### config.mk
export PLATFORM = sky130hd
export DESIGN_NAME = instr_sequencer
export DESIGN_NICKNAME = d
export VERILOG_FILES = /design/src/rtl/instr_sequencer.sv
export SDC_FILE = /design/constraint.sdc
export NUM_CORES = 1
export LEC_CHECK = 0
export BUFFER_PORTS_ARGS = -buffer_cell sky130_fd_sc_hd__buf_2
export CORE_ASPECT_RATIO = 0.9
export CORE_MARGIN = 2
export CORE_UTILIZATION = 53
export DETAILED_ROUTE_END_ITERATION = 12
export PLACE_DENSITY = 0.84
export SLEW_MARGIN = 20
export SYNTH_ARGS = -nofsm -noshare
export SYNTH_HDL_FRONTEND = slang
export SYNTH_SLANG_ARGS = --single-unit
### constraint.sdc
create_clock -name clk -period 3.4 [get_ports clk]
set_input_delay 0.68 -clock clk [delete_from_list [all_inputs] [get_ports clk]]
set_output_delay 0.68 -clock clk [all_outputs]
set_load 0.01 [all_outputs]
### src/rtl/instr_sequencer.sv
// Fetch/decode/execute sequencer for TinyCPU: owns the PC and IR, handles HALT/JMP/JZ
// itself and hands all other opcodes to the datapath. Optional feature macro: SINGLE_STEP_EN.
module instr_sequencer #(
    parameter logic [7:0] RESET_PC = 8'h00,
    parameter logic [3:0] OP_HALT  = 4'hF,
    parameter logic [3:0] OP_JMP   = 4'hE,
    parameter logic [3:0] OP_JZ    = 4'hD
) (
    input  logic        clk,
    input  logic        rst_n,
    input  logic        start,
`ifdef SINGLE_STEP_EN
    input  logic        step,
`endif
    output logic        imem_req,
    output logic [7:0]  imem_addr,
    input  logic [11:0] imem_rdata,
    input  logic        imem_ack,
    output logic [3:0]  opcode,
    output logic [7:0]  operand,
    output logic        exec_valid,
    input  logic        exec_done,
    input  logic        acc_zero,
    output logic [7:0]  pc,
    output logic        busy,
    output logic        halted
);

    typedef enum logic [2:0] {
        ST_IDLE   = 3'd0,
        ST_FETCH  = 3'd1,
        ST_DECODE = 3'd2,
        ST_EXEC   = 3'd3,
        ST_HALT   = 3'd4,
        ST_PAUSE  = 3'd5
    } state_t;

`ifdef SINGLE_STEP_EN
    localparam state_t ST_AFTER = ST_PAUSE;
`else
    localparam state_t ST_AFTER = ST_FETCH;
`endif

    state_t      state_r, state_next_s;
    logic [7:0]  pc_r, pc_next_s;
    logic [11:0] ir_r;
    logic        ir_load_s;
    logic        imem_req_r, exec_valid_r, busy_r, halted_r;

    // Next-state, next-PC and IR-load decode
    always_comb begin
        state_next_s = state_r;
        pc_next_s    = pc_r;
        ir_load_s    = 1'b0;
        case (state_r)
            ST_IDLE: begin
                if (start) begin
                    state_next_s = ST_FETCH;
                    pc_next_s    = RESET_PC;
                end else begin
                    state_next_s = ST_IDLE;
                end
            end
            ST_FETCH: begin
                if (imem_ack) begin
                    ir_load_s    = 1'b1;
                    state_next_s = ST_DECODE;
                end else begin
                    state_next_s = ST_FETCH;
                end
            end
            ST_DECODE: begin
                if (ir_r[11:8] == OP_HALT) begin
                    state_next_s = ST_HALT;
                end else if (ir_r[11:8] == OP_JMP) begin
                    pc_next_s    = ir_r[7:0];
                    state_next_s = ST_AFTER;
                end else if (ir_r[11:8] == OP_JZ) begin
                    pc_next_s    = acc_zero ? ir_r[7:0] : (pc_r + 8'd1);
                    state_next_s = ST_AFTER;
                end else begin
                    state_next_s = ST_EXEC;
                end
            end
            ST_EXEC: begin
                if (exec_done) begin
                    pc_next_s    = pc_r + 8'd1;
                    state_next_s = ST_AFTER;
                end else begin
                    state_next_s = ST_EXEC;
                end
            end
            ST_HALT: begin
                if (start) begin
                    state_next_s = ST_FETCH;
                    pc_next_s    = RESET_PC;
                end else begin
                    state_next_s = ST_HALT;
                end
            end
`ifdef SINGLE_STEP_EN
            ST_PAUSE: begin
                if (start) begin
                    state_next_s = ST_FETCH;
                    pc_next_s    = RESET_PC;
                end else if (step) begin
                    state_next_s = ST_FETCH;
                end else begin
                    state_next_s = ST_PAUSE;
                end
            end
`endif
            default: begin
                state_next_s = ST_IDLE;
                pc_next_s    = RESET_PC;
            end
        endcase
    end

    // State, PC, IR and output flags; flags follow the next state so they are registered
    always_ff @(posedge clk or negedge rst_n) begin
        if (!rst_n) begin
            state_r      <= ST_IDLE;
            pc_r         <= RESET_PC;
            ir_r         <= 12'h000;
            imem_req_r   <= 1'b0;
            exec_valid_r <= 1'b0;
            busy_r       <= 1'b0;
            halted_r     <= 1'b0;
        end else begin
            state_r      <= state_next_s;
            pc_r         <= pc_next_s;
            ir_r         <= ir_load_s ? imem_rdata : ir_r;
            imem_req_r   <= (state_next_s == ST_FETCH);
            exec_valid_r <= (state_next_s == ST_EXEC);
            busy_r       <= (state_next_s == ST_FETCH) || (state_next_s == ST_DECODE) ||
                            (state_next_s == ST_EXEC);
            halted_r     <= (state_next_s == ST_HALT);
        end
    end

    assign imem_req   = imem_req_r;
    assign imem_addr  = pc_r;
    assign pc         = pc_r;
    assign opcode     = ir_r[11:8];
    assign operand    = ir_r[7:0];
    assign exec_valid = exec_valid_r;
    assign busy       = busy_r;
    assign halted     = halted_r;

endmodule
==> out/results.txt <==
Post CTS Setup Buffer Count -> 0
Total grt overflow -> 0
Part of the power in registers -> 0.425
Total Nets Final -> 199
Vias in the first global route -> 1062
Leak -> 0.0007859 uW
Delay of the slowest cell on the worst path -> 0.65 ns
Final slew viol count -> 0
ANT cells -> 0
First-pass GRT wire length -> 4754 um
Core ar. -> 0.002680 sq mm
Fmax achieved -> 0.5068 GHz
Post-synth cell types -> 41
FF+latch count, synth -> 27
Worst reg2reg path endpoint -> imem_addr[3]
Comb pwr share -> 0.486
Final Cycle Share -> 0.5803
Clock skew -> 0.003764 ns
Initial Util -> 0.5425
Mapped Nets -> 158
Area grow syn2layout -> 14.29%
Critical path class -> reg2reg
Cts bufs inserted -> 3
Minimum clock period -> 1.973 ns
Clock transition at path regs -> 0.15 ns
Starting DRC count in detailed routing -> 21
Maximum VDD drop -> 0.3771 mV
CP Data Required Time -> 3.62 ns
Largest net degree at the start of global routing -> 28
Post-Syn Area -> 0.001454 sq mm
Synthesized area per cell -> 10.46 sq um
H-tree depth -> 1
Cells along the critical path -> and2b_1, o21bai_1, a221oi_2, o21ai_0, a22o_1
GPL Wtd Cong -> 0.8230
Port Buffers -> 49
DRT Pass-1 Iters -> 4
CP Launch Type -> register
Final Util -> 0.6200
Fin worst setup slack -> 1.427 ns
Layout cells sized above 1 -> 0.3911
Final WL -> 2916 um
Slew HR -> 0.5260
CTS tree -> done
Dpl ws -> 1.376 ns
RSZ-0062 raised after global routing -> no
Largest delay share family, worst path -> compound AO/OA/AOI/OAI gates
Internal power -> 866.5 uW
Switching power -> 663.7 uW
Post-Synth Adder-Cell Area -> 0.008606
Most common cell after layout, fill and taps aside -> buf_2
Post-CTS Resized -> 0
Final Hold Viols -> 0
Mux cell area share after synthesis -> 0.1007
CP max FO -> 11
Mapped Cells -> 139
Hold crit path type -> in2async
Crit path buf inv count -> 0
Sum of negative setup slack -> 0 ns
Sw frac -> 0.4337
R2R setup slack -> 1.43 ns
Clk_lat worst skew -> 0.32 ns
Simple-gate share of the synthesized area -> 0.1790
Status -> finished, final reports clean
Final antenna-violating net count -> 0
Io pins -> 50
Synth Area in Compound Gates -> 0.1652
Die height -> 53.69 um
Crit path launch -> ir_r[8]
Row count -> 18
Initial antenna violation count -> 0
Die ar. -> 0.003179 sq mm
Root buffer cell -> clkbuf_4
Clock Sinks -> 27
Max clock buf depth -> 2
Pwr dens -> 920.9 mW/mm^2
Seq/Total Area, Yosys -> 0.4647
DR WL/cell -> 13.95 um
Via count -> 1197
Post-DP HPWL -> 2276 um
Largest family of logic cells by synthesized area -> simple AND/OR/NAND/NOR gates
Cts hold-fix bufs -> 0
CP endpoint kind -> register
Vias/cell -> 5.727
R2R depth -> 5
DIE WIDTH -> 59.21 um
Most frequent cells in the layout -> buf_2, dfrtp_1, nor2_1, mux2_2, a21oi_1
Crit path DAT -> 2.20 ns
Least-Margin Pin Slew -> 0.7110 ns
Power share of the clock group -> 0.090
Xor and xnor fraction of the mapped netlist area -> 0.006024
Remaining DRCs -> 0
CP max stage cell -> a221oi_2
# setup viols final -> 0
Gr usage total -> 0.1964
Maxcap violations -> 0
Synth Warn # -> 0
Worst r2r src -> ir_r[8]
[through the flow]
| step | hold WS (ns) | std cells | total power [uW] | cell area (sq um) |
|---|---|---|---|---|
| floorplan | 0.3844 | 139 | 1201 | 1454 |
| global placement | 0.5183 | 205 | 1365 | 1634 |
| detailed placement | 0.5216 | 205 | 1402 | 1634 |
| CTS | 0.3516 | 209 | 1538 | 1662 |
| global route | 0.3591 | 209 | 1661 | 1662 |
| finish | 0.3300 | 209 | 1530 | 1662 |
[final cells by class]
type	instances	area (sq um)
repair buffers	49	245.2
clock buffers	3	22.52
multi-input cells	97	668.1
flip-flops and latches	27	675.6
well taps	30	37.54
clock inverters	1	5.005
inverters	2	7.507
fillers	225	1018
[synth_stat cells]
library cell	instances	area, sq um
and2b_1	2	15.01
or4_1	3	22.52
a21o_1	1	7.510
o31ai_1	1	7.510
buf_6	2	22.52
a31oi_1	2	12.51
a311oi_1	1	8.760
o21bai_1	1	7.510
a21boi_0	1	7.510
a22o_1	3	26.28
buf_4	10	75.07
mux2_2	13	146.4
and3_1	1	6.260
nor3_2	1	10.01
nor3b_4	1	18.77
nor2b_1	1	6.260
o21a_1	1	7.510
a211oi_1	2	15.01
nand3_1	4	20.02
or3_1	1	6.260
inv_1	2	7.510
xnor2_1	1	8.760
a22oi_1	1	7.510
a221o_1	1	10.01
nand4_1	1	6.260
dfrtp_1	27	675.7
a211o_1	1	8.760
a21oi_1	10	50.05
nand2b_1	3	18.77
nand2_1	8	30.03
and4b_1	1	10.01
nor2_1	14	52.55
ha_1	1	12.51
a221oi_2	1	15.01
nor2b_4	1	13.76
buf_2	1	5.000
and2_1	1	6.260
nor3b_1	1	7.510
a32oi_1	1	8.760
nor3_1	2	10.01
o21ai_0	8	40.04
[registers in the layout (all words and copies together), names as in the netlist]
signal and cells:
imem_addr 8, state_r 3, imem_req 1, exec_valid 1, busy 1, halted 1, ir_r 12
[power groups by stage]
stage	registers (uW)	clock network, uW	logic, uW
2_1_floorplan	661	0	540
3_3_place_gp	640	0	725
3_5_place_dp	657	0	745
4_1_cts	650	141	748
5_1_grt	682	153	826
6_report	650	137	743
[logic make-up after synthesis]
family,after synthesis
compound gates,36
xor+xnor,1
fa+ha+maj,1
buf+inv,15
flops,27
mux,13
simple gates,46
[per-layer routing]
layer	share of wire	track usage	routed length [um]
met1	0.45	0.2577	1312
met2	0.49	0.3462	1436
met3	0.052	0.03365	152
met4	0.0051	0.03409	15
met5	0	0	0
[worst max path at each step]
stage	depth (start not counted)	endpoint
3_5_place_dp	5	imem_addr[3]
3_3_place_gp	5	imem_addr[2]
2_1_floorplan	4	ir_r[0]
4_1_cts	5	imem_addr[3]
5_1_grt	5	imem_addr[2]
6_report	5	imem_addr[3]
No activity file was read; power rests on OpenSTA's default activity.
